$ cat config.mk
export PLATFORM = sky130hd
export DESIGN_NAME = instr_fetch_unit_flat
export DESIGN_NICKNAME = d
export VERILOG_FILES = /design/src/rtl/instr_fetch_unit_if.sv /design/src/rtl/instr_fetch_unit.sv /design/src/flat_wrapper.sv
export SDC_FILE = /design/constraint.sdc
export NUM_CORES = 1
export LEC_CHECK = 0
export CORE_ASPECT_RATIO = 1.1
export CORE_MARGIN = 4
export CORE_UTILIZATION = 40
export DETAILED_ROUTE_END_ITERATION = 10
export GPL_ROUTABILITY_DRIVEN = 0
export PLACE_DENSITY = 0.76
export SYNTH_ARGS = -nofsm -noshare
export SYNTH_HDL_FRONTEND = slang
export SYNTH_SLANG_ARGS = --single-unit
$ cat constraint.sdc
create_clock -name clk -period 2 [get_ports clk]
set_input_delay 0.2 -clock clk [delete_from_list [all_inputs] [get_ports clk]]
set_output_delay 0.2 -clock clk [all_outputs]
set_load 0.02 [all_outputs]
$ cat src/rtl/instr_fetch_unit_if.sv
// Instruction-memory read port and decode handshake of instr_fetch_unit.
// master = fetch unit side, slave = memory/decode side.
interface instr_fetch_unit_if;
  logic       imem_rd;
  logic [7:0] imem_addr;
  logic [7:0] imem_rdata;
  logic       ir_valid;
  logic       ir_ready;
  logic [7:0] ir_opcode;
  logic [7:0] ir_imm;
  logic       ir_two_byte;
  logic [7:0] ir_pc;

  modport master (
    output imem_rd, imem_addr,
    input  imem_rdata,
    output ir_valid, ir_opcode, ir_imm, ir_two_byte, ir_pc,
    input  ir_ready
  );

  modport slave (
    input  imem_rd, imem_addr,
    output imem_rdata,
    input  ir_valid, ir_opcode, ir_imm, ir_two_byte, ir_pc,
    output ir_ready
  );
endinterface

$ cat src/rtl/instr_fetch_unit.sv
// Boot-vector loader and 1/2-byte instruction fetch sequencer feeding decode.
// Optional retired-fetch counter enabled by defining FETCH_PERF_CNT_EN.
module instr_fetch_unit #(
  parameter logic [3:0] TWO_BYTE_MIN = 4'hC
) (
  input  logic        clk,
  input  logic        rst,
  input  logic [7:0]  pc,
  output logic        pc_write,
  output logic        pc_increment,
  output logic        pc_load_vec,
  output logic [7:0]  reset_vector,
  output logic [7:0]  intr_vector,
  input  logic        flush,
  output logic [15:0] instr_count,
  instr_fetch_unit_if.master bus
);

  localparam logic [2:0] VEC0   = 3'd0;
  localparam logic [2:0] VEC1   = 3'd1;
  localparam logic [2:0] VECW   = 3'd2;
  localparam logic [2:0] LOADPC = 3'd3;
  localparam logic [2:0] FETCH0 = 3'd4;
  localparam logic [2:0] OPC    = 3'd5;
  localparam logic [2:0] IMM    = 3'd6;
  localparam logic [2:0] DONE   = 3'd7;

  logic [2:0] state_q, state_d;
  logic [7:0] reset_vector_q, reset_vector_d;
  logic [7:0] intr_vector_q, intr_vector_d;
  logic [7:0] ir_opcode_q, ir_opcode_d;
  logic [7:0] ir_imm_q, ir_imm_d;
  logic       ir_two_byte_q, ir_two_byte_d;
  logic [7:0] ir_pc_q, ir_pc_d;
  logic       rd;
  logic [7:0] addr;
  logic       opc_two_byte;

  assign opc_two_byte = (bus.imem_rdata[7:4] >= TWO_BYTE_MIN);

  always_comb begin
    state_d        = state_q;
    reset_vector_d = reset_vector_q;
    intr_vector_d  = intr_vector_q;
    ir_opcode_d    = ir_opcode_q;
    ir_imm_d       = ir_imm_q;
    ir_two_byte_d  = ir_two_byte_q;
    ir_pc_d        = ir_pc_q;
    rd             = 1'b0;
    addr           = '0;
    pc_write       = 1'b0;
    pc_load_vec    = 1'b0;
    case (state_q)
      VEC0: begin
        rd      = 1'b1;
        addr    = 8'd0;
        state_d = VEC1;
      end
      VEC1: begin
        rd             = 1'b1;
        addr           = 8'd1;
        reset_vector_d = bus.imem_rdata;
        state_d        = VECW;
      end
      VECW: begin
        intr_vector_d = bus.imem_rdata;
        state_d       = LOADPC;
      end
      LOADPC: begin
        pc_load_vec = 1'b1;
        state_d     = FETCH0;
      end
      FETCH0: begin
        if (!flush) begin
          rd      = 1'b1;
          addr    = pc;
          ir_pc_d = pc;
          state_d = OPC;
        end
      end
      OPC: begin
        if (flush) begin
          state_d = FETCH0;
        end else begin
          ir_opcode_d   = bus.imem_rdata;
          ir_two_byte_d = opc_two_byte;
          if (opc_two_byte) begin
            // Immediate address wraps within the 8-bit space.
            rd      = 1'b1;
            addr    = ir_pc_q + 8'd1;
            state_d = IMM;
          end else begin
            ir_imm_d = '0;
            state_d  = DONE;
          end
        end
      end
      IMM: begin
        if (flush) begin
          state_d = FETCH0;
        end else begin
          ir_imm_d = bus.imem_rdata;
          state_d  = DONE;
        end
      end
      DONE: begin
        if (flush) begin
          state_d = FETCH0;
        end else if (bus.ir_ready) begin
          pc_write = 1'b1;
          state_d  = FETCH0;
        end
      end
      default: state_d = VEC0;
    endcase
  end

  always_ff @(posedge clk or posedge rst) begin
    if (rst) begin
      state_q        <= VEC0;
      reset_vector_q <= '0;
      intr_vector_q  <= '0;
      ir_opcode_q    <= '0;
      ir_imm_q       <= '0;
      ir_two_byte_q  <= 1'b0;
      ir_pc_q        <= '0;
    end else begin
      state_q        <= state_d;
      reset_vector_q <= reset_vector_d;
      intr_vector_q  <= intr_vector_d;
      ir_opcode_q    <= ir_opcode_d;
      ir_imm_q       <= ir_imm_d;
      ir_two_byte_q  <= ir_two_byte_d;
      ir_pc_q        <= ir_pc_d;
    end
  end

  // VEC0 is the reset state; masking with rst keeps the strobe quiet while held.
  assign bus.imem_rd     = rd & ~rst;
  assign bus.imem_addr   = addr;
  assign bus.ir_valid    = (state_q == DONE);
  assign bus.ir_opcode   = ir_opcode_q;
  assign bus.ir_imm      = ir_imm_q;
  assign bus.ir_two_byte = ir_two_byte_q;
  assign bus.ir_pc       = ir_pc_q;
  assign pc_increment    = pc_write & ir_two_byte_q;
  assign reset_vector    = reset_vector_q;
  assign intr_vector     = intr_vector_q;

`ifdef FETCH_PERF_CNT_EN
  logic [15:0] instr_count_q, instr_count_d;

  always_comb begin
    instr_count_d = instr_count_q;
    if ((state_q == DONE) && bus.ir_ready && !flush)
      instr_count_d = instr_count_q + 16'd1;
  end

  always_ff @(posedge clk or posedge rst) begin
    if (rst) instr_count_q <= '0;
    else     instr_count_q <= instr_count_d;
  end

  assign instr_count = instr_count_q;
`else
  assign instr_count = '0;
`endif

endmodule

$ cat src/flat_wrapper.sv
// flat-port wrapper written by rule: the top's interface ports become plain ports
module instr_fetch_unit_flat 
#(
  parameter logic [3:0] TWO_BYTE_MIN = 4'hC
)
  (clk, rst, pc, pc_write, pc_increment, pc_load_vec, reset_vector, intr_vector, flush, instr_count, bus_imem_rd, bus_imem_addr, bus_imem_rdata, bus_ir_valid, bus_ir_opcode, bus_ir_imm, bus_ir_two_byte, bus_ir_pc, bus_ir_ready);
  instr_fetch_unit_if bus_i ();
  input  logic clk;
  input  logic rst;
  input  logic [7:0] pc;
  output logic pc_write;
  output logic pc_increment;
  output logic pc_load_vec;
  output logic [7:0] reset_vector;
  output logic [7:0] intr_vector;
  input  logic flush;
  output logic [15:0] instr_count;
  output wire logic [$bits(bus_i.imem_rd)-1:0] bus_imem_rd;
  output wire logic [$bits(bus_i.imem_addr)-1:0] bus_imem_addr;
  input wire logic [$bits(bus_i.imem_rdata)-1:0] bus_imem_rdata;
  output wire logic [$bits(bus_i.ir_valid)-1:0] bus_ir_valid;
  output wire logic [$bits(bus_i.ir_opcode)-1:0] bus_ir_opcode;
  output wire logic [$bits(bus_i.ir_imm)-1:0] bus_ir_imm;
  output wire logic [$bits(bus_i.ir_two_byte)-1:0] bus_ir_two_byte;
  output wire logic [$bits(bus_i.ir_pc)-1:0] bus_ir_pc;
  input wire logic [$bits(bus_i.ir_ready)-1:0] bus_ir_ready;
  assign bus_imem_rd = bus_i.imem_rd;
  assign bus_imem_addr = bus_i.imem_addr;
  assign bus_i.imem_rdata = bus_imem_rdata;
  assign bus_ir_valid = bus_i.ir_valid;
  assign bus_ir_opcode = bus_i.ir_opcode;
  assign bus_ir_imm = bus_i.ir_imm;
  assign bus_ir_two_byte = bus_i.ir_two_byte;
  assign bus_ir_pc = bus_i.ir_pc;
  assign bus_i.ir_ready = bus_ir_ready;
  instr_fetch_unit #(.TWO_BYTE_MIN(TWO_BYTE_MIN)) u_core (.clk(clk), .rst(rst), .pc(pc), .pc_write(pc_write), .pc_increment(pc_increment), .pc_load_vec(pc_load_vec), .reset_vector(reset_vector), .intr_vector(intr_vector), .flush(flush), .instr_count(instr_count), .bus(bus_i));
endmodule
Word level (Yosys, flattened, before mapping)

Index checks and enable logic that the tools add are counted.

Input port bits: 20
Bits in registers: 44
Output and inout port bits: 70
Logic and storage cells: 55

$lt $le $gt $ge: 1
Add/sub/neg operators: 1
Eq/ne operators: 12
Reduce and logical (&&, ||, !) cells: 7
Bitwise logic cells: 4
Muxes and demuxes: 23

Operator list:

| operator              | count |
|---|---|
| $mux W8               | 6 |
| $pmux W3 S8           | 1 |
| $pmux W8 S3           | 1 |
| $pmux W8 S2           | 1 |
| $eq A3 B3 Y1 const B  | 4 |
| $mux W3               | 4 |
| $add A8 B1 Y8 const B | 1 |
| $mux W1               | 8 |
| $ne A2 B2 Y1 const B  | 4 |
| $eq A3 B2 Y1 const B  | 2 |
| $reduce_and A2 Y1     | 3 |
| $ge A4 B4 Y1 const B  | 1 |
| $reduce_and A4 Y1     | 1 |
| $eq A3 B1 Y1 const B  | 1 |
| $logic_not A3 Y1      | 1 |
| $ne A3 B2 Y1 const B  | 1 |
| $pmux W1 S3           | 1 |
| $and A1 B1 Y1         | 2 |
| $mux W2               | 1 |
| $not A1 Y1            | 2 |
| $reduce_bool A2 Y1    | 1 |
| $reduce_or A2 Y1      | 1 |

Longest topological paths before layout

Gate-level depths: netlist of the first run.

Depth in word-level cells: 5
Gate-level depth with buffers: 6
Gate-level depth less buffers: 4

Worst setup path before layout of the first run

No wires, ideal clock.

Kind: reg-to-output
From: register u_core.ir_pc_q[0], in the netlist u_core.bus.ir_pc[0]
To: output port bus_imem_addr[4]
Path buffers: 0
Arrival: 1.483 ns
Stages on the path, launching flop included: 5
Required time: 1.800 ns
Setup slack: 0.317 ns
Cells stage by stage: dfrtp_1 -> ha_1 -> nand3_1 -> xor2_1 -> o21ai_0

Longest elaborated chain between the ends: 4

RTL lines:

| what                   | RTL line                | text |
|---|---|---|
| from (decl)            | instr_fetch_unit.sv:34  | `logic [7:0] ir_pc_q, ir_pc_d;` |
| from (signal assigned) | instr_fetch_unit.sv:134 | `ir_pc_q <= ir_pc_d;` |
| $add A8 B1 Y8          | instr_fetch_unit.sv:90  | `addr = ir_pc_q + 8'd1;` |
| $mux W8                | instr_fetch_unit.sv:87  | `if (opc_two_byte) begin` |
| $mux W8                | instr_fetch_unit.sv:82  | `if (flush) begin` |
| $pmux W8 S3            | instr_fetch_unit.sv:53  | `case (state_q)` |
| to (decl)              | flat_wrapper.sv:19      | `output wire logic [$bits(bus_i.imem_addr)-1:0] bus_imem_addr;` |

No other way between the ends.

Worst setup path after layout of the first run

From: register u_core.state_q[1]
To: output port pc_increment

Longest elaborated chain between the ends: 3

RTL lines:

| what                   | RTL line                | text |
|---|---|---|
| from (decl)            | instr_fetch_unit.sv:28  | `logic [2:0] state_q, state_d;` |
| from (signal assigned) | instr_fetch_unit.sv:128 | `state_q <= state_d;` |
| $eq A3 B3 Y1           | instr_fetch_unit.sv:53  |  |
| $mux W1                | instr_fetch_unit.sv:53  |  |
| $and A1 B1 Y1          | instr_fetch_unit.sv:146 | `assign pc_increment = pc_write & ir_two_byte_q;` |
| to (decl)              | flat_wrapper.sv:12      | `output logic pc_increment;` |

No other way between the ends.

==> out/metrics.yaml, run 1 <==
place:
  placed_cell_area_sq_mm: 0.00308
  place_worst_setup_slack_ns: -0.203
  placedCellCount: 358
  io_buffer_count: 73
  post-dp-hpwl_mm: 4.22
cts:
  clkTransAtPathRegs_ns: 0.08
  cts_tree: "built"
  clockBufferDepth: 2
  h-tree-depth: 2
  root_buffer: "clkbuf_8"
  cts.sinks: 44
  cts_setup_buffers: 0
  clock_latency_ns: 0.30
  hold_buffers: 0
  cts_made_buffers: 5
yosys:
  yosysUniqueCellTypes: 36
  synth_fa_ha_area_share_pct: 0.576
  syn-mean-instance-area_sq_um: 11.1
  synth_cells: 195
  synth-xor-area-share_pct: 2.42
  synth.area.top_cells: "dfrtp_1 51%, mux2_2 12%, buf_4 6.2%"
  ys.flop_type: "dfrtp_1"
  async_flop_share_pct: 100
  synth_top_area_share_pct: 50.7
  synth-compound-area-share_pct: 6.16
  synth_top_family_by_area: "simple AND/OR/NAND/NOR gates"
  synthTopCellsByCount: "44 x dfrtp_1, 36 x nand2_1, 23 x mux2_2, 18 x buf_4, 17 x o21ai_0"
  post-synth-top-count-cell: "dfrtp_1"
  synth_area_sq_mm: 0.00217
  synthSimpleGateAreaFrac_pct: 18.2
  yosysSeqAreaShare_pct: 50.7
  synth-edff-count: 0
  synthMuxAreaShare_pct: 12.4
  yosysTopAreaCell: "dfrtp_1"
  yosys_warnings: 0
  ys_ff_latch: 44
drt:
  dr.first_iter.drc_count: 56
  viasPerCell: 4.68
  dr.pass1.iters: 6
  drc_errors: 0
  wirelength_mm: 5.53
  ant_nets: 0
  vias: 1713
  wl_per_cell_um: 15.1
floorplan:
  fp.coreArea_sq_mm: 0.00513
  fp.dieW_um: 78.3
  start_util_pct: 42.3
  die_y_um: 85.3
  die_area_sq_mm: 0.00668
  rows: 27
  ioPinCount: 90
setup_path:
  crit_path_max_fanout: 10
  r2r-start: "u_core.state_q[0]"
  regToRegSetupSlack_ns: 0.46
  critPathArrivalTime_ns: 1.71
  cp-end-kind: "output pin"
  crit_required_ns: 1.80
  r2r_cells: 4
  rr_endpoint: "u_core.intr_vector[7]"
  crit_path_start_kind: "register"
  worstSetupPathType: "reg2out"
global_route:
  grt_pass1_wl_mm: 8.92
  track_usage_pct: 17.3
  grt_max_degree: 25
  antenna_found_initial: 0
  grt_pass1_vias: 1755
  grt-ovfl-total: 0
cells_and_area:
  fin_cells: 366
  finalInstanceArea_sq_mm: 0.00317
  antenna-diode-count: 0
  fin_nets: 314
  synthToLayoutAreaGrowth_pct: 46.0
  drive_gt1_share_pct: 27.2
  fillers: 469
timing:
  fin_crit_sh_pct: 95.3
  period_needed_ns: 1.91
  final_hold_viol_count: 0
  final-setup-viol-count: 0
  hold_slack_ns: 0.274
  slew_viol_final: 0
  finalClockSkew_ns: 0.00755
  fmax_ghz: 0.525
  finalWorstSetupSlack_ns: 0.0934
  rsz0062_at_grt: "false"
outcome:
  status: "finished clean"
power_and_ir_drop:
  finalPower_mw: 2.53
  leakage_nw: 1.51
  p_per_area_mw_per_mm2: 797
  irDropWorstVdd_v: 0.000462
hold_path:
  worstHoldPathType: "in2async"
flow_run:
  drv_cap: 0
per-layer routing:
metal  up-vias  track usage (%)  wire length, um
met1       826             20.6             2230
met3         9             3.61              295
met5         -                0                0
met2        51             30.3             2890
met4         0             7.31              118
li1        827                -                -
flip-flops by register name, indices dropped and copies added, names as in the netlist:
| register | cells |
|---|---|
| u_core.bus.ir_pc | 8 |
| u_core.bus.ir_opcode | 8 |
| u_core.intr_vector | 8 |
| u_core.state_q | 3 |
| u_core.bus.ir_two_byte | 1 |
| u_core.bus.ir_imm | 8 |
| u_core.reset_vector | 8 |
placed cells by master, fill, tap and decap left out, drive strengths merged, types with 3 or more instances in the layout:
master / n
conb: 16
nand2: 37
nand4: 8
o21ai: 17
dfrtp: 44
nand2b: 4
nand3: 6
clkdlybuf4s50: 62
mux2: 24
clkbuf: 12
and3: 4
buf: 27
nor2: 4
xor2: 5
dlygate4sd2: 3
critical path, stage by stage, from the launching register on:
cell and delay (ns):
dfrtp_1 0.38, buf_4 0.17, and2_2 0.20, and3_1 0.18
and2_1 0.15, dlygate4sd2_1 0.33
through the flow:
| stage | setup TNS, ns | util (%) |
|---|---|---|
| global placement | -1.32 | 60.0 |
| CTS | 0 | 62.2 |
| global route | 0 | 61.8 |
| detailed placement | -1.80 | 60.0 |
| finish | 0 | 61.8 |
| floorplan | 0 | - |
report_power, final:
group          total (mW)  switching, mW  internal [mW]
clock network       0.718          0.310          0.408
logic               0.746          0.390          0.356
registers            1.07         0.0738          0.991
total                2.53          0.773           1.76
layout make-up:
cell class	count	area [sq um]	area share (%)
clock buffers	6	82.6	2.60
multi-input cells	140	926	29.2
clock inverters	2	38.8	1.22
inverters	2	7.51	0.237
flip-flops and latches	44	1100	34.8
well taps	72	90.1	2.84
repair buffers	100	925	29.1
worst max-delay path by stage:
stage,start,to
2_1_floorplan,u_core.bus.ir_pc[0],bus_imem_addr[4]
3_3_place_gp,flush,bus_imem_addr[4]
3_5_place_dp,flush,bus_imem_addr[2]
4_1_cts,u_core.bus.ir_pc[1],bus_imem_addr[6]
5_1_grt,u_core.state_q[1],bus_imem_addr[5]
6_report,u_core.state_q[1],pc_increment
cells by family (layout without fill, tap and decap cells):
| logic type | after synthesis | in the layout |
|---|---|---|
| compound gates | 23 | 23 |
| xor+xnor | 6 | 6 |
| fa+ha+maj | 1 | 1 |
| buf+inv | 26 | 110 |
| flops | 44 | 44 |
| mux | 24 | 24 |
| other cells | 1 | 16 |
| simple gates | 70 | 70 |
timing repair:
| action | CTS | global route |
|---|---|---|
| setup endpoints to repair | 11 | 8 |
| pin swaps | 0 | 0 |
| resized for setup | 13 | 20 |
(Power assumes the default switching activity.)
==> run 2, diff against run 1 <==
Settings changed: CORE_UTILIZATION 40 to 30, PLACE_DENSITY 0.76 to unset, SETUP_SLACK_MARGIN set to 0.05.
==> out/metrics.yaml, run 2 (same netlist as run 1, synthesis figures left out) <==
outcome:
  status: "finished clean"  # unchanged
setup_path:
  crit_path_max_fanout: 5  # was 10
  critPathArrivalTime_ns: 1.65  # was 1.71 ns
  crit_chain: "buf_4, and2b_1, and3_1, buf_4, clkdlybuf4s15_1"  # was buf_4, and2_2, and3_1, and2_1, dlygate4sd2_1
  crit_buf_inv: 3  # was 2
  regToRegSetupSlack_ns: 0.35  # was 0.46 ns
  crit_required_ns: 1.80  # about the same
  worstSetupPathType: "reg2out"  # unchanged
  crit_path_start_kind: "register"  # unchanged
  cp_slowest_cell: "dfrtp_1"  # unchanged
  cpPeakStageDelay_ns: 0.42  # was 0.38 ns
  cp-end-kind: "output pin"  # unchanged
  cpMostUsedCell: "buf_4"
  crit_family: "buffers and inverters"  # was simple AND/OR/NAND/NOR gates
power_and_ir_drop:
  finalPower_mw: 2.47  # was 2.53 mW
  leakage_nw: 1.51  # about the same
  p_per_area_mw_per_mm2: 787  # was 797 mW/mm^2
  irDropWorstVdd_v: 0.000402  # was 0.000462 V
global_route:
  grt_pass1_wl_mm: 9.04  # was 8.92 mm
  antenna_found_initial: 0  # unchanged
  grt_max_degree: 29  # was 25
  grt-ovfl-total: 0  # unchanged
  track_usage_pct: 13.3  # was 17.3%
  grt_pass1_vias: 1744  # was 1755
cells_and_area:
  finalInstanceArea_sq_mm: 0.00314  # was 0.00317 sq mm
  fin_nets: 313  # was 314
  layout_common_cells: "61 x clkdlybuf4s50_1, 43 x dfrtp_1, 36 x nand2_1"  # was 62 x clkdlybuf4s50_1, 42 x dfrtp_1, 36 x nand2_1
  drive_gt1_share_pct: 27.6  # was 27.2%
  fin_cells: 378  # was 366
  final_common_cell: "clkdlybuf4s50_1"  # unchanged
  antenna-diode-count: 0  # unchanged
  synthToLayoutAreaGrowth_pct: 44.5  # was 46.0%
  post-route-util_pct: 44.6  # was 61.8%
floorplan:
  start_util_pct: 30.8  # was 42.3%
  fp.dieW_um: 89.2  # was 78.3 um
  rows: 32  # was 27
  die_y_um: 97.3  # was 85.3 um
  die_area_sq_mm: 0.00867  # was 0.00668 sq mm
  fp.coreArea_sq_mm: 0.00705  # was 0.00513 sq mm
  ioPinCount: 90  # unchanged
drt:
  drc_errors: 0  # unchanged
  wirelength_mm: 5.57  # was 5.53 mm
  wl_per_cell_um: 14.7  # was 15.1 um
  ant_nets: 0  # unchanged
  vias: 1731  # was 1713
  dr.pass1.iters: 5  # was 6
  dr.first_iter.drc_count: 42  # was 56
  viasPerCell: 4.58  # was 4.68
timing:
  slew_viol_final: 0  # unchanged
  hold_slack_ns: 0.262  # was 0.274 ns
  fin_tns_setup_ns: 0  # unchanged
  maxSlewHeadroom_pct: 62.9
  final_hold_viol_count: 0  # unchanged
  worstMarginPinSlew_ns: 0.556
  finalClockSkew_ns: 0.00683  # was 0.00755 ns
  rsz0062_at_grt: "false"  # unchanged
  finalWorstSetupSlack_ns: 0.150  # was 0.0934 ns
  final-setup-viol-count: 0  # unchanged
  fmax_ghz: 0.541  # was 0.525 GHz
  fin_crit_sh_pct: 92.5  # was 95.3%
  period_needed_ns: 1.85  # was 1.91 ns
place:
  post-dp-hpwl_mm: 4.10  # was 4.22 mm
  placed_cell_area_sq_mm: 0.00308  # about the same
  place_worst_setup_slack_ns: -0.183  # was -0.203 ns
  placedCellCount: 370  # was 358
  io_buffer_count: 73  # unchanged
cts:
  h-tree-depth: 2  # unchanged
  clkTransAtPathRegs_ns: 0.08  # about the same
  root_buffer: "clkbuf_8"  # unchanged
  cts_tree: "built"  # unchanged
  hold_buffers: 0  # unchanged
  cts_made_buffers: 5  # unchanged
  clockBufferDepth: 2  # unchanged
  cts.sinks: 44  # unchanged
  clock_latency_ns: 0.29  # was 0.30 ns
flow_run:
  drv_cap: 0  # unchanged
hold_path:
  worstHoldPathType: "in2async"  # unchanged
-- run 2: cell count changes in the layout (fill, tap and decap cells not counted), sizes merged --
cell           previous run  this run
dlymetal6s2s              0         1
buf                      27        26
clkbuf                   12        16
clkdlybuf4s15             2         1
clkdlybuf4s50            62        61
dlygate4sd2               3         0
-- run 2: metal layers --
metal	vias up	global-route usage, %	part of all wire [%]
met5	-	0	0
met3	5	3.99	9.4
met4	0	2.75	0.92
met2	79	21.2	48
li1	825	-	-
met1	822	17.7	41
-- run 2: power by group --
group	internal [mW]	switching [mW]	leakage [nW]	total, mW
clock	0.371	0.305	0.0552	0.676
combinational	0.350	0.384	0.882	0.734
sequential	0.992	0.0688	0.568	1.06
-- run 2: repair_timing --
item | 4_1_cts | 5_1_grt
endpoints found under the setup margin | 11 | 12
setup buffers | 0 | 0
resized for setup | 12 | 30
-- run 2: final cells by class --
class,count,area [sq um]
Fill cell,692,3910
Clock buffer,6,72.6
Timing Repair Buffer,99,891
Clock inverter,2,35.0
Multi-Input combinational cell,140,926
Tap cell,85,106
Sequential cell,44,1100
Inverter,2,7.51
-- run 2: path summary, 6_finish.rpt --
path | depth (start not counted) | endpoint | start
max | 5 | pc_write | u_core.state_q[2]
min | 2 | u_core.bus.ir_pc[7] | rst
max reg2reg | 6 | u_core.bus.ir_imm[3] | u_core.state_q[1]
min reg2reg | 2 | u_core.bus.ir_imm[6] | u_core.bus.ir_imm[6]
max in group asynchronous | 3 | u_core.state_q[0] | rst
min in group clk | 3 | u_core.bus.ir_pc[0] | pc[0]
==> run 3, diff against run 2 <==
Clock period 2 ns to 2.3 ns, I/O delays scaled along.
==> out/metrics.yaml, run 3 (same netlist as run 1, synthesis figures left out) <==
outcome:
  status: "finished clean"  # unchanged
setup_path:
  worstSetupPathType: "in2out"  # was reg2out
  crit_path_start_kind: "input pin"  # was register
  critPathArrivalTime_ns: 1.84  # was 1.65 ns
  crit_path_max_fanout: 3  # was 5
  crit_chain: "clkdlybuf4s50_1, buf_4, and2b_1, and3_1, clkdlybuf4s50_1"  # was buf_4, and2b_1, and3_1, buf_4, clkdlybuf4s15_1
  cpPeakStageDelay_ns: 0.61  # was 0.42 ns
  crit_buf_inv: 3  # unchanged
  r2r_cells: 5  # was 6
  crit_family: "buffers and inverters"  # unchanged
  crit_required_ns: 2.07  # was 1.80 ns
  cpMostUsedCell: "clkdlybuf4s50_1"  # was buf_4
  cp_slowest_cell: "clkdlybuf4s50_1"  # was dfrtp_1
  cp-end-kind: "output pin"  # unchanged
  cp.depth: 5  # unchanged
  startpoint: "flush"  # was u_core.state_q[2]
  r2r-start: "u_core.state_q[0]"  # was u_core.state_q[1]
cts:
  cts_tree: "built"  # unchanged
  h-tree-depth: 2  # unchanged
  root_buffer: "clkbuf_8"  # unchanged
  clock_latency_ns: 0.29  # about the same
  cts.sinks: 44  # unchanged
  cts_made_buffers: 5  # unchanged
  clockBufferDepth: 2  # unchanged
  cts_setup_buffers: 0  # unchanged
  clkTransAtPathRegs_ns: 0.08  # about the same
hold_path:
  worstHoldPathType: "in2async"  # unchanged
timing:
  final-setup-viol-count: 0  # unchanged
  final_hold_viol_count: 0  # unchanged
  rsz0062_at_grt: "false"  # unchanged
  slew_viol_final: 0  # unchanged
  worstMarginPinSlew_ns: 0.573  # was 0.556 ns
  fin_tns_setup_ns: 0  # unchanged
  fmax_ghz: 0.483
  period_needed_ns: 2.07
  finalClockSkew_ns: 0.00830  # was 0.00683 ns
  fin_crit_sh_pct: 90.0
  maxSlewHeadroom_pct: 61.8  # was 62.9%
place:
  post-dp-hpwl_mm: 3.94  # was 4.10 mm
  placedCellCount: 358  # was 370
  placed_cell_area_sq_mm: 0.00298  # was 0.00308 sq mm
  io_buffer_count: 73  # unchanged
power_and_ir_drop:
  irDropWorstVdd_v: 0.000369  # was 0.000402 V
  p_int_mw: 1.53  # was 1.71 mW
  switching_share_pct: 29.7  # was 30.7%
  combPwrFrac_pct: 27.7  # was 29.7%
  leakage_nw: 1.56  # was 1.51 nW
  p_per_area_mw_per_mm2: 700  # was 787 mW/mm^2
  p_seq_share_pct: 42.7  # was 42.9%
  clkPwrFrac_pct: 29.5  # was 27.4%
  p_switching_mw: 0.648  # was 0.758 mW
drt:
  wl_per_cell_um: 14.8  # was 14.7 um
  dr.first_iter.drc_count: 41  # was 42
  ant_nets: 0  # unchanged
  drc_errors: 0  # unchanged
  viasPerCell: 4.56  # was 4.58
  vias: 1669  # was 1731
  dr.pass1.iters: 4  # was 5
  wirelength_mm: 5.43  # was 5.57 mm
floorplan:
  rows: 32  # unchanged
  die_area_sq_mm: 0.00867  # unchanged
  die_y_um: 97.3  # unchanged
  start_util_pct: 30.8  # unchanged
  fp.coreArea_sq_mm: 0.00705  # unchanged
  fp.dieW_um: 89.2  # unchanged
  ioPinCount: 90  # unchanged
global_route:
  grt_pass1_vias: 1714  # was 1744
  grt_max_degree: 45  # was 29
  grt_pass1_wl_mm: 8.68  # was 9.04 mm
  grt-ovfl-total: 0  # unchanged
  track_usage_pct: 12.9  # was 13.3%
  antenna_found_initial: 0  # unchanged
cells_and_area:
  drive_gt1_share_pct: 21.4  # was 27.6%
  final_common_cell: "clkdlybuf4s50_1"  # unchanged
  antenna-diode-count: 0  # unchanged
  finalInstanceArea_sq_mm: 0.00312  # was 0.00314 sq mm
  synthToLayoutAreaGrowth_pct: 43.5  # was 44.5%
  layout_common_cells: "63 x clkdlybuf4s50_1, 43 x dfrtp_1, 36 x nand2_1"  # was 61 x clkdlybuf4s50_1, 43 x dfrtp_1, 36 x nand2_1
  fin_cells: 366  # was 378
  fin_nets: 301  # was 313
flow_run:
  drv_cap: 0  # unchanged
-- run 3: cell count changes in the layout (fill, tap and decap cells not counted) --
| cell | before | now |
|---|---|---|
| buf_4 | 25 | 14 |
| clkinv_2 | 1 | 0 |
| clkbuf_1 | 1 | 0 |
| clkdlybuf4s50_1 | 61 | 63 |
| dlymetal6s2s_1 | 1 | 7 |
| clkbuf_8 | 5 | 7 |
| buf_12 | 1 | 0 |
| dlygate4sd2_1 | 0 | 3 |
| clkbuf_2 | 10 | 0 |
| clkdlybuf4s15_1 | 1 | 0 |
-- run 3: per-layer routing --
metal | vias up | part of all wire (%) | track usage [%] | wire, um
met5 | - | 0 | 0 | 0
met4 | 0 | 0.96 | 3.09 | 52
met3 | 6 | 8.7 | 4.16 | 473
met2 | 65 | 49 | 20.5 | 2650
met1 | 795 | 41 | 16.8 | 2250
li1 | 803 | - | - | -
-- run 3: through the flow --
step	util, %	setup WS, ns	hold WS, ns	total power, mW
CTS	44.0	0.0179	0.459	2.22
global route	44.2	0.148	0.480	2.31
floorplan	-	0.587	0.335	1.28
detailed placement	42.2	0.0484	0.489	1.56
global placement	42.2	0.0615	0.473	1.56
finish	44.2	0.229	0.433	2.18
-- run 3: final timing paths --
check	to	slack (ns)
worst min register to register	u_core.intr_vector[1]	0.50
worst max register to register	u_core.intr_vector[6]	0.61
worst max-delay path	pc_write	0.23
worst min-delay path	u_core.bus.ir_pc[5]	0.43
max in group asynchronous	u_core.state_q[2]	1.43
min in group clk	u_core.bus.ir_pc[3]	0.48
-- run 3: power by group through the flow --
stage | logic (mW) | registers (mW) | clock network (mW)
6_report | 0.605 | 0.932 | 0.645
4_1_cts | 0.615 | 0.935 | 0.669
5_1_grt | 0.655 | 0.948 | 0.708
2_1_floorplan | 0.235 | 1.05 | 0
3_5_place_dp | 0.615 | 0.948 | 0
3_3_place_gp | 0.612 | 0.947 | 0
-- run 3: worst reg2reg max path: stages (launching register included) --
cell and delay [ns]:
dfrtp_1 0.43, buf_4 0.18, nor2b_2 0.10, buf_4 0.17
nor2b_4 0.33, mux2_2 0.37
-- run 3: cell type report --
type | count | area [sq um]
Clock inverter | 1 | 30.0
Tap cell | 85 | 106
Clock buffer | 7 | 96.3
Fill cell | 690 | 3930
Sequential cell | 44 | 1100
Multi-Input combinational cell | 140 | 926
Timing Repair Buffer | 87 | 850
Inverter | 2 | 7.51
-- run 3: timing repair --
| action | 4_1_cts | 5_1_grt |
|---|---|---|
| hold endpoints to repair | 0 | 0 |
| hold buffers | 0 | 0 |
| cloned | 0 | 0 |
| resized for setup | 4 | 7 |
| endpoints found under the setup margin | 8 | 7 |
